<file path="config.mk">
export PLATFORM = sky130hd
export DESIGN_NAME = rou_inject
export DESIGN_NICKNAME = d
export VERILOG_FILES = /design/src/rtl/rou_inject.sv
export SDC_FILE = /design/constraint.sdc
export NUM_CORES = 1
export LEC_CHECK = 0
export BUFFER_PORTS_ARGS = -buffer_cell sky130_fd_sc_hd__buf_2
export CAP_MARGIN = 20
export CELL_PAD_IN_SITES_DETAIL_PLACEMENT = 0
export CELL_PAD_IN_SITES_GLOBAL_PLACEMENT = 1
export CORE_MARGIN = 10
export CORE_UTILIZATION = 40
export CTS_CLUSTER_SIZE = 10
export DETAILED_ROUTE_END_ITERATION = 7
export PLACE_DENSITY_LB_ADDON = 0.1
export SETUP_SLACK_MARGIN = 0.02
export SLEW_MARGIN = 10
export SYNTH_ARGS = -nofsm -noshare
export SYNTH_HDL_FRONTEND = slang
export SYNTH_SLANG_ARGS = --single-unit
export TNS_END_PERCENT = 50
</file>
<file path="constraint.sdc">
create_clock -name clk -period 9.9 [get_ports clk]
set_input_delay 1.98 -clock clk [delete_from_list [all_inputs] [get_ports clk]]
set_output_delay 1.98 -clock clk [all_outputs]
set_load 0.1 [all_outputs]
</file>
<file path="src/rtl/rou_inject.sv">
// rou_inject: request injector feeding a roubus ring node.
//
// Requests arriving on a valid/ready interface are buffered in a DEPTH-entry
// FIFO. The head entry is presented on rou_out as a flit {kind, cmd, addr, data}
// and held until the node answers on ack_out (accept > error > retry).
// A retry blanks the flit for BACKOFF cycles before re-presenting it; after
// MAXRETRY retries the flit is dropped.
//
// Ports:
//   clk, rst_n            clock, synchronous active-low reset
//   req_valid/req_ready   request handshake (req_ready = FIFO not full)
//   req_kind/cmd/addr/data request fields (kind 0 is ignored)
//   rou_out               flit to the ring node, all-zero when idle
//   ack_out               {error, retry, accept} from the ring node
//   done_valid/done_status retirement pulse: 0 ok, 2 error, 3 dropped
//   sent_count            accepted flits, wrapping 16-bit counter
module rou_inject #(
  parameter int DWID     = 128,
  parameter int AWID     = 32,
  parameter int CWID     = 8,
  parameter int WID      = 2 + DWID + AWID + CWID,
  parameter int DEPTH    = 4,
  parameter int BACKOFF  = 4,
  parameter int MAXRETRY = 7
) (
  input  logic            clk,
  input  logic            rst_n,
  input  logic            req_valid,
  output logic            req_ready,
  input  logic [1:0]      req_kind,
  input  logic [CWID-1:0] req_cmd,
  input  logic [AWID-1:0] req_addr,
  input  logic [DWID-1:0] req_data,
  output logic [WID-1:0]  rou_out,
  input  logic [2:0]      ack_out,
  output logic            done_valid,
  output logic [1:0]      done_status,
  output logic [15:0]     sent_count
);

  localparam int PW = $clog2(DEPTH);
  localparam int CW = PW + 1;
  localparam int RW = $clog2(MAXRETRY + 1);
  localparam int BW = $clog2(BACKOFF + 1);

  localparam logic [CW-1:0] CFULL = CW'(DEPTH);
  localparam logic [RW-1:0] RLAST = RW'(MAXRETRY - 1);
  localparam logic [BW-1:0] BLOAD = BW'(BACKOFF - 1);

  typedef enum logic [1:0] {
    S_IDLE,
    S_SEND,
    S_BACKOFF
  } state_t;

  state_t state, state_nxt;

  logic [WID-1:0] mem [DEPTH];
  logic [PW-1:0]  wr_ptr, rd_ptr;
  logic [CW-1:0]  count;
  logic [WID-1:0] head;
  logic           push, pop;

  logic [RW-1:0]  retry_cnt, retry_nxt;
  logic [BW-1:0]  bo_cnt, bo_nxt;
  logic [WID-1:0] rou_nxt;
  logic           dv_nxt;
  logic [1:0]     ds_nxt;
  logic [15:0]    sent_nxt;

  assign req_ready = (count != CFULL);
  assign push      = req_valid && req_ready && (req_kind != 2'd0);
  assign head      = mem[rd_ptr];

  always_ff @(posedge clk) begin
    if (push) begin
      mem[wr_ptr] <= {req_kind, req_cmd, req_addr, req_data};
    end
  end

  always_ff @(posedge clk) begin
    if (!rst_n) begin
      wr_ptr <= '0;
      rd_ptr <= '0;
      count  <= '0;
    end else begin
      if (push) wr_ptr <= wr_ptr + 1'b1;
      if (pop)  rd_ptr <= rd_ptr + 1'b1;
      case ({push, pop})
        2'b10:   count <= count + 1'b1;
        2'b01:   count <= count - 1'b1;
        default: count <= count;
      endcase
    end
  end

  always_ff @(posedge clk) begin
    if (!rst_n) begin
      state       <= S_IDLE;
      rou_out     <= '0;
      done_valid  <= 1'b0;
      done_status <= 2'd0;
      sent_count  <= '0;
      retry_cnt   <= '0;
      bo_cnt      <= '0;
    end else begin
      state       <= state_nxt;
      rou_out     <= rou_nxt;
      done_valid  <= dv_nxt;
      done_status <= ds_nxt;
      sent_count  <= sent_nxt;
      retry_cnt   <= retry_nxt;
      bo_cnt      <= bo_nxt;
    end
  end

  // Outputs are computed here as next-state values and registered above,
  // so rou_out/done_* change only on the clock edge.
  always_comb begin
    state_nxt = state;
    rou_nxt   = rou_out;
    dv_nxt    = 1'b0;
    ds_nxt    = 2'd0;
    sent_nxt  = sent_count;
    retry_nxt = retry_cnt;
    bo_nxt    = bo_cnt;
    pop       = 1'b0;
    case (state)
      S_IDLE: begin
        if (count != '0) begin
          rou_nxt   = head;
          retry_nxt = '0;
          state_nxt = S_SEND;
        end else begin
          rou_nxt = '0;
        end
      end
      S_SEND: begin
        if (ack_out[0]) begin
          pop       = 1'b1;
          dv_nxt    = 1'b1;
          ds_nxt    = 2'd0;
          sent_nxt  = sent_count + 16'd1;
          rou_nxt   = '0;
          state_nxt = S_IDLE;
        end else if (ack_out[2]) begin
          pop       = 1'b1;
          dv_nxt    = 1'b1;
          ds_nxt    = 2'd2;
          rou_nxt   = '0;
          state_nxt = S_IDLE;
        end else if (ack_out[1]) begin
          rou_nxt = '0;
          if (retry_cnt == RLAST) begin
            pop       = 1'b1;
            dv_nxt    = 1'b1;
            ds_nxt    = 2'd3;
            state_nxt = S_IDLE;
          end else begin
            retry_nxt = retry_cnt + 1'b1;
            bo_nxt    = BLOAD;
            state_nxt = S_BACKOFF;
          end
        end
      end
      S_BACKOFF: begin
        rou_nxt = '0;
        if (bo_cnt == '0) begin
          rou_nxt   = head;
          state_nxt = S_SEND;
        end else begin
          bo_nxt = bo_cnt - 1'b1;
        end
      end
      default: begin
        rou_nxt   = '0;
        state_nxt = S_IDLE;
      end
    endcase
  end

endmodule

</file>
==> flow_summary.toml, run 1 <==
[outcome]
status = "completed"

[yosys]
synth-seq-cells = 886
async_flop_share_pct = 0
yosysUniqueCellTypes = 43
syn_area_mm2 = 0.0318
synth_seq_area_share_pct = 77.1
ys.warnings.count = 0
synth_cells = 1648
synth_nets = 1835
avgSynthCellArea_um2 = 19.3
synth-edff-count = 680
ys.flop_type = "edfxtp_1"

[global_route]
grt_antenna_before_repair = 23
grt_use_met2_pct = 28.6
grt_use_met1_pct = 21.2
busiest_layer = "met2"
grt_pass1_vias = 17000
grt.total_usage_pct = 16.8
overflow = 0
use_met3_pct = 3.95
grt_max_degree = 172
grt_pass1_wl_um = 115000

[detailed_routing]
drt_wl_total_um = 78100
drc = 0
vias = 16500
wl_per_cell_um = 24.6
postRouteAntennaNets = 0
drt_iter0_drc = 971
via_per_inst = 5.18
dr.pass1.iters = 5

[placed_design]
dp_hpwl_um = 45800
dp_cells = 2985
dpl_cell_area_mm2 = 0.0347
gp_congestion = 0.705
dpl_worst_slack_ns = 4.75
numPortBuffers = 365

[finish]
fin_area_mm2 = 0.0377
final_nets = 2225
final_cell_count_no_fill = 3182
area_delta_synth_final_pct = 18.5
drive_gt1_share_pct = 32.8
fill_cells = 6755
final_util_pct = 47.7

[floorplan]
num_io_pins = 366
die-area_mm2 = 0.0913
core_area_mm2 = 0.0790
floorplan.initialDensity_pct = 40.3
die_w_um = 302
die_y_um = 302
fp-row-count = 103

[worst_setup_path]
setup.worst_path.end_class = "flip-flop"
crit_arrival_ns = 4.63
cp_max_fo = 60
cp.required_ns = 10.15
path_class = "primary input to flip-flop"
critPathLaunchType = "primary input"
reg2reg_depth = 4

[pwr]
p_leak_nw = 12.9
ir_worst_vdd_v = 0.000167
p_per_area_mw_per_mm2 = 302

[timing]
slew_headroom_pct = 18.0
setup_tns_ns = 0
max_freq_mhz = 228
period_minus_slack_ns = 4.38
rsz0062_at_grt = "false"
setup_violations = 0
max_slew.worst_pin.slew_ns = 1.23
hold_viol_final = 0
min_period_over_period_pct = 44.3
finalWorstSetupSlack_ns = 5.52
maxSlewViolCount = 0
fin_skew_ns = 0.0340

[clock_tree]
cts_tree = "done"
htreeDepth = 3
cts_setup_buffers = 0
cts_resized = 0
clock_latency_ns = 0.65
postCtsHoldBufs = 0
root_buffer = "clkbuf_16"
cts_buffers = 101
clock-sinks = 886
clkTransAtPathRegs_ns = 0.05
cts_max_path_buffers = 3

[job]
drv_cap = 0

[worst_hold_path]
min_path_type = "flip-flop to flip-flop"
hold_path_depth = 2
==> flip-flops by register name, indices dropped and copies added, names as in the netlist, named ones only <==
name         count
wr_ptr           2
mem            680
done_status      2
sent_count      16
count            3
done_valid       1
rd_ptr           2
state            2
bo_cnt           3
rou_out        170
retry_cnt        3
==> cell type report <==
| type | instances | area, um^2 | area share [%] |
|---|---|---|---|
| Antenna cell | 9 | 22.5 | 0.0597 |
| Clock buffer | 179 | 2890 | 7.67 |
| Clock inverter | 9 | 104 | 0.275 |
| Inverter | 12 | 50.0 | 0.133 |
| Multi-Input combinational cell | 652 | 6760 | 17.9 |
| Sequential cell | 886 | 24600 | 65.1 |
| Tap cell | 1050 | 1310 | 3.48 |
| Timing Repair Buffer | 385 | 2010 | 5.34 |
==> power breakdown <==
part | leakage [nW] | internal (W) | switching (W)
Combinational | 3.62 | 0.000814 | 0.00254
Clock | 1.43 | 0.00197 | 0.00142
Sequential | 7.89 | 0.00442 | 0.000219
Total | 12.9 | 0.00720 | 0.00418
==> cell usage after synthesis, types with 6 or more instances <==
cell type / n / area share (%)
dfxtp_1: 206 / 13
edfxtp_1: 680 / 64
inv_1: 11 / 0.13
nand3_1: 9 / 0.14
buf_2: 38 / 0.60
mux4_2: 170 / 12
nor2_1: 188 / 2.2
nand2_1: 14 / 0.17
a22oi_2: 9 / 0.35
a22oi_1: 161 / 3.8
clkbuf_1: 46 / 0.54
buf_6: 7 / 0.25
xnor2_1: 12 / 0.33
ha_1: 10 / 0.39
nor2_2: 10 / 0.20
nor3_1: 6 / 0.094
a21oi_1: 9 / 0.14
==> placed cells by master (no fill, tap or decap), drive strengths merged, types with 10 or more instances in the layout <==
| master | count |
|---|---|
| ha | 10 |
| inv | 16 |
| xnor2 | 12 |
| nand2 | 14 |
| nor2 | 198 |
| clkbuf | 179 |
| a22oi | 170 |
| buf | 385 |
| edfxtp | 680 |
| mux4 | 170 |
| dfxtp | 206 |
==> critical path, cell delays in order <==
cell and delay (ns):
buf_2 0.12, o21ai_0 0.12, a21oi_1 0.48, and2_4 0.95, buf_4 0.84
==> per-layer routing <==
layer | part of all wire, % | vias up
met1 | 40 | 8512
li1 | - | 7401
met2 | 51 | 417
met4 | 2.2 | 14
met3 | 6.6 | 131
met5 | 0.12 | -
==> cells by family (layout without fill, tap and decap cells) <==
logic type,count (synthesis),after routing,share of synthesized area [%]
AND/OR/NAND/NOR,260,260,3.55
buffers and inverters,110,585,1.73
flip-flops,886,886,77.1
XOR/XNOR,17,17,0.468
AO/OA/AOI/OAI,189,189,4.51
other,0,9,0
multiplexers,175,175,12.2
adder cells (fa/ha/maj),11,11,0.456
==> stage by stage <==
| step | hold WS [ns] | power (W) |
|---|---|---|
| 2_1_floorplan | 0.445 | 0.00739 |
| 3_3_place_gp | 0.451 | 0.00811 |
| 3_5_place_dp | 0.466 | 0.00814 |
| 4_1_cts | 0.475 | 0.0116 |
| 5_1_grt | 0.507 | 0.0119 |
| 6_report | 0.474 | 0.0114 |
==> worst paths after layout <==
| kind | from | slack, ns | to |
|---|---|---|---|
| worst min register to register | sent_count[15] | 0.47 | sent_count[15] |
| worst min-delay path | sent_count[15] | 0.47 | sent_count[15] |
| worst max register to register | count[0] | 6.64 | mem[3][7] |
| worst max-delay path | req_kind[1] | 5.52 | mem[3][7] |
No activity file was read; power rests on OpenSTA's default activity.
==> run 2, diff against run 1 <==
==> constraint.sdc (replaced) <==
create_clock -name clk -period 3.6 [get_ports clk]
set_input_delay 0.72 -clock clk [delete_from_list [all_inputs] [get_ports clk]]
set_output_delay 0.72 -clock clk [all_outputs]
set_load 0.1 [all_outputs]
==> run 2 against run 1 <==
Combinational power rose to 2.8 times the previous value. Routed wire length fell by 1.2%. Core utilization rose by 0.54 points. Sequential power rose to 2.7 times the previous value. Register-to-register slack got worse by 5.5 ns. Critical path depth fell by 2. Critical endpoint is now req_ready. Count of clock-buffer cells in the layout rose by 2. Sequential cell count did not move. Die area did not move. Final cell count rose by 0.60%. Total power rose to 2.8 times the previous value. Worst hold slack got worse by 0.19 ns.
==> flow_summary.toml, run 2 (synthesis gave the netlist of run 1 again) <==
[global_route]
grt.total_usage_pct = 16.7
grt_pass1_wl_um = 115000
grt_antenna_before_repair = 23
grt_max_degree = 103
overflow = 0
grt_pass1_vias = 17500

[placed_design]
dp_cells = 3008
dpl_worst_slack_ns = 0.761
dp_hpwl_um = 49100
gp_congestion = 0.750
dpl_cell_area_mm2 = 0.0351
numPortBuffers = 365

[clock_tree]
root_buffer = "clkbuf_16"
cts_max_path_buffers = 3
htreeDepth = 3
postCtsHoldBufs = 0
cts_resized = 0
clkTransAtPathRegs_ns = 0.06
cts_buffers = 100
cts_tree = "done"
clock_latency_ns = 0.64
clock-sinks = 886
cts_setup_buffers = 0

[detailed_routing]
drc = 0
drt_iter0_drc = 998
drt_wl_total_um = 77200
postRouteAntennaNets = 0
wl_per_cell_um = 24.1
vias = 16600
via_per_inst = 5.20
dr.pass1.iters = 4

[worst_setup_path]
cp.required_ns = 2.88
crit_arrival_ns = 1.69
cp_max_fo = 4
critPathLaunchType = "flip-flop"
setup.worst_path.end_class = "output pin"
path_class = "flip-flop to output pin"

[floorplan]
core_area_mm2 = 0.0790
die_w_um = 302
num_io_pins = 366
fp-row-count = 103
floorplan.initialDensity_pct = 40.3
die_y_um = 302
die-area_mm2 = 0.0913

[timing]
setup_violations = 0
maxSlewViolCount = 0
fin_skew_ns = 0.0228
period_minus_slack_ns = 2.41
min_period_over_period_pct = 67.0
hold_viol_final = 0
finalWorstSetupSlack_ns = 1.19
holdWs_ns = 0.288
max_freq_mhz = 414
rsz0062_at_grt = "false"
slew_headroom_pct = 38.8
setup_tns_ns = 0
max_slew.worst_pin.slew_ns = 0.917

[finish]
reg_top3 = "mem (680), rou_out (170), sent_count (16)"
final_common_cell = "edfxtp_1"
seqCellArea_mm2 = 0.0246
fin_area_mm2 = 0.0381
largest_register_ffs = 680
fill_cells = 6699
drive_gt1_share_pct = 33.5
final_cell_count_no_fill = 3201
final_cell_mix = "edfxtp_1, buf_2, dfxtp_1, nor2_1, mux4_2"
multi_input_area_mm2 = 0.00676
top_register = "mem"
area_delta_synth_final_pct = 19.8
final_nets = 2247

[job]
drv_cap = 0

[worst_hold_path]
min_path_type = "primary input to flip-flop"

[pwr]
p_per_area_mw_per_mm2 = 822
p_leak_nw = 13.1
ir_worst_vdd_v = 0.000612

[outcome]
status = "completed"
-- run 2: area by class of cell --
| cell class | count | share of cell area (%) |
|---|---|---|
| Inverter | 12 | 0.131 |
| Timing Repair Buffer | 408 | 6.46 |
| Clock inverter | 8 | 0.312 |
| Multi-Input combinational cell | 652 | 17.7 |
| Sequential cell | 886 | 64.4 |
| Clock buffer | 181 | 7.52 |
| Antenna cell | 4 | 0.0262 |
| Tap cell | 1050 | 3.45 |
-- run 2: metrics by stage --
stage,utilization (%),power [W]
2_1_floorplan,-,0.0203
3_3_place_gp,44.5,0.0224
6_report,48.3,0.0313
3_5_place_dp,44.5,0.0225
5_1_grt,48.3,0.0327
4_1_cts,48.3,0.0319
-- run 2: critical path, cell delays in order, from the launching register on --
cell and delay, ns:
dfxtp_1 0.39, nor2_1 0.09, nand2_1 0.12, buf_2 0.45
-- run 2: power by group --
| part | internal, W | switching (W) |
|---|---|---|
| clock network | 0.00536 | 0.00390 |
| registers | 0.0121 | 0.000587 |
| logic | 0.00239 | 0.00697 |
-- run 2: per-layer routing --
layer | GRT usage, % | up-vias | part of all wire (%)
li1 | - | 7443 | -
met1 | 21.1 | 8667 | 41
met2 | 28.5 | 372 | 52
met3 | 4.07 | 132 | 5.2
met4 | 4.07 | 22 | 2.0
met5 | 0 | - | 0.20
-- run 2: final timing paths --
| kind | from | endpoint | slack, ns | cells past startpoint |
|---|---|---|---|---|
| worst max-delay path | count[0] | req_ready | 1.19 | 3 |
| worst max register to register | retry_cnt[0] | count[2] | 1.19 | 11 |
| worst min register to register | sent_count[15] | sent_count[15] | 0.47 | 2 |
| worst min-delay path | req_data[103] | mem[2][103] | 0.29 | 1 |
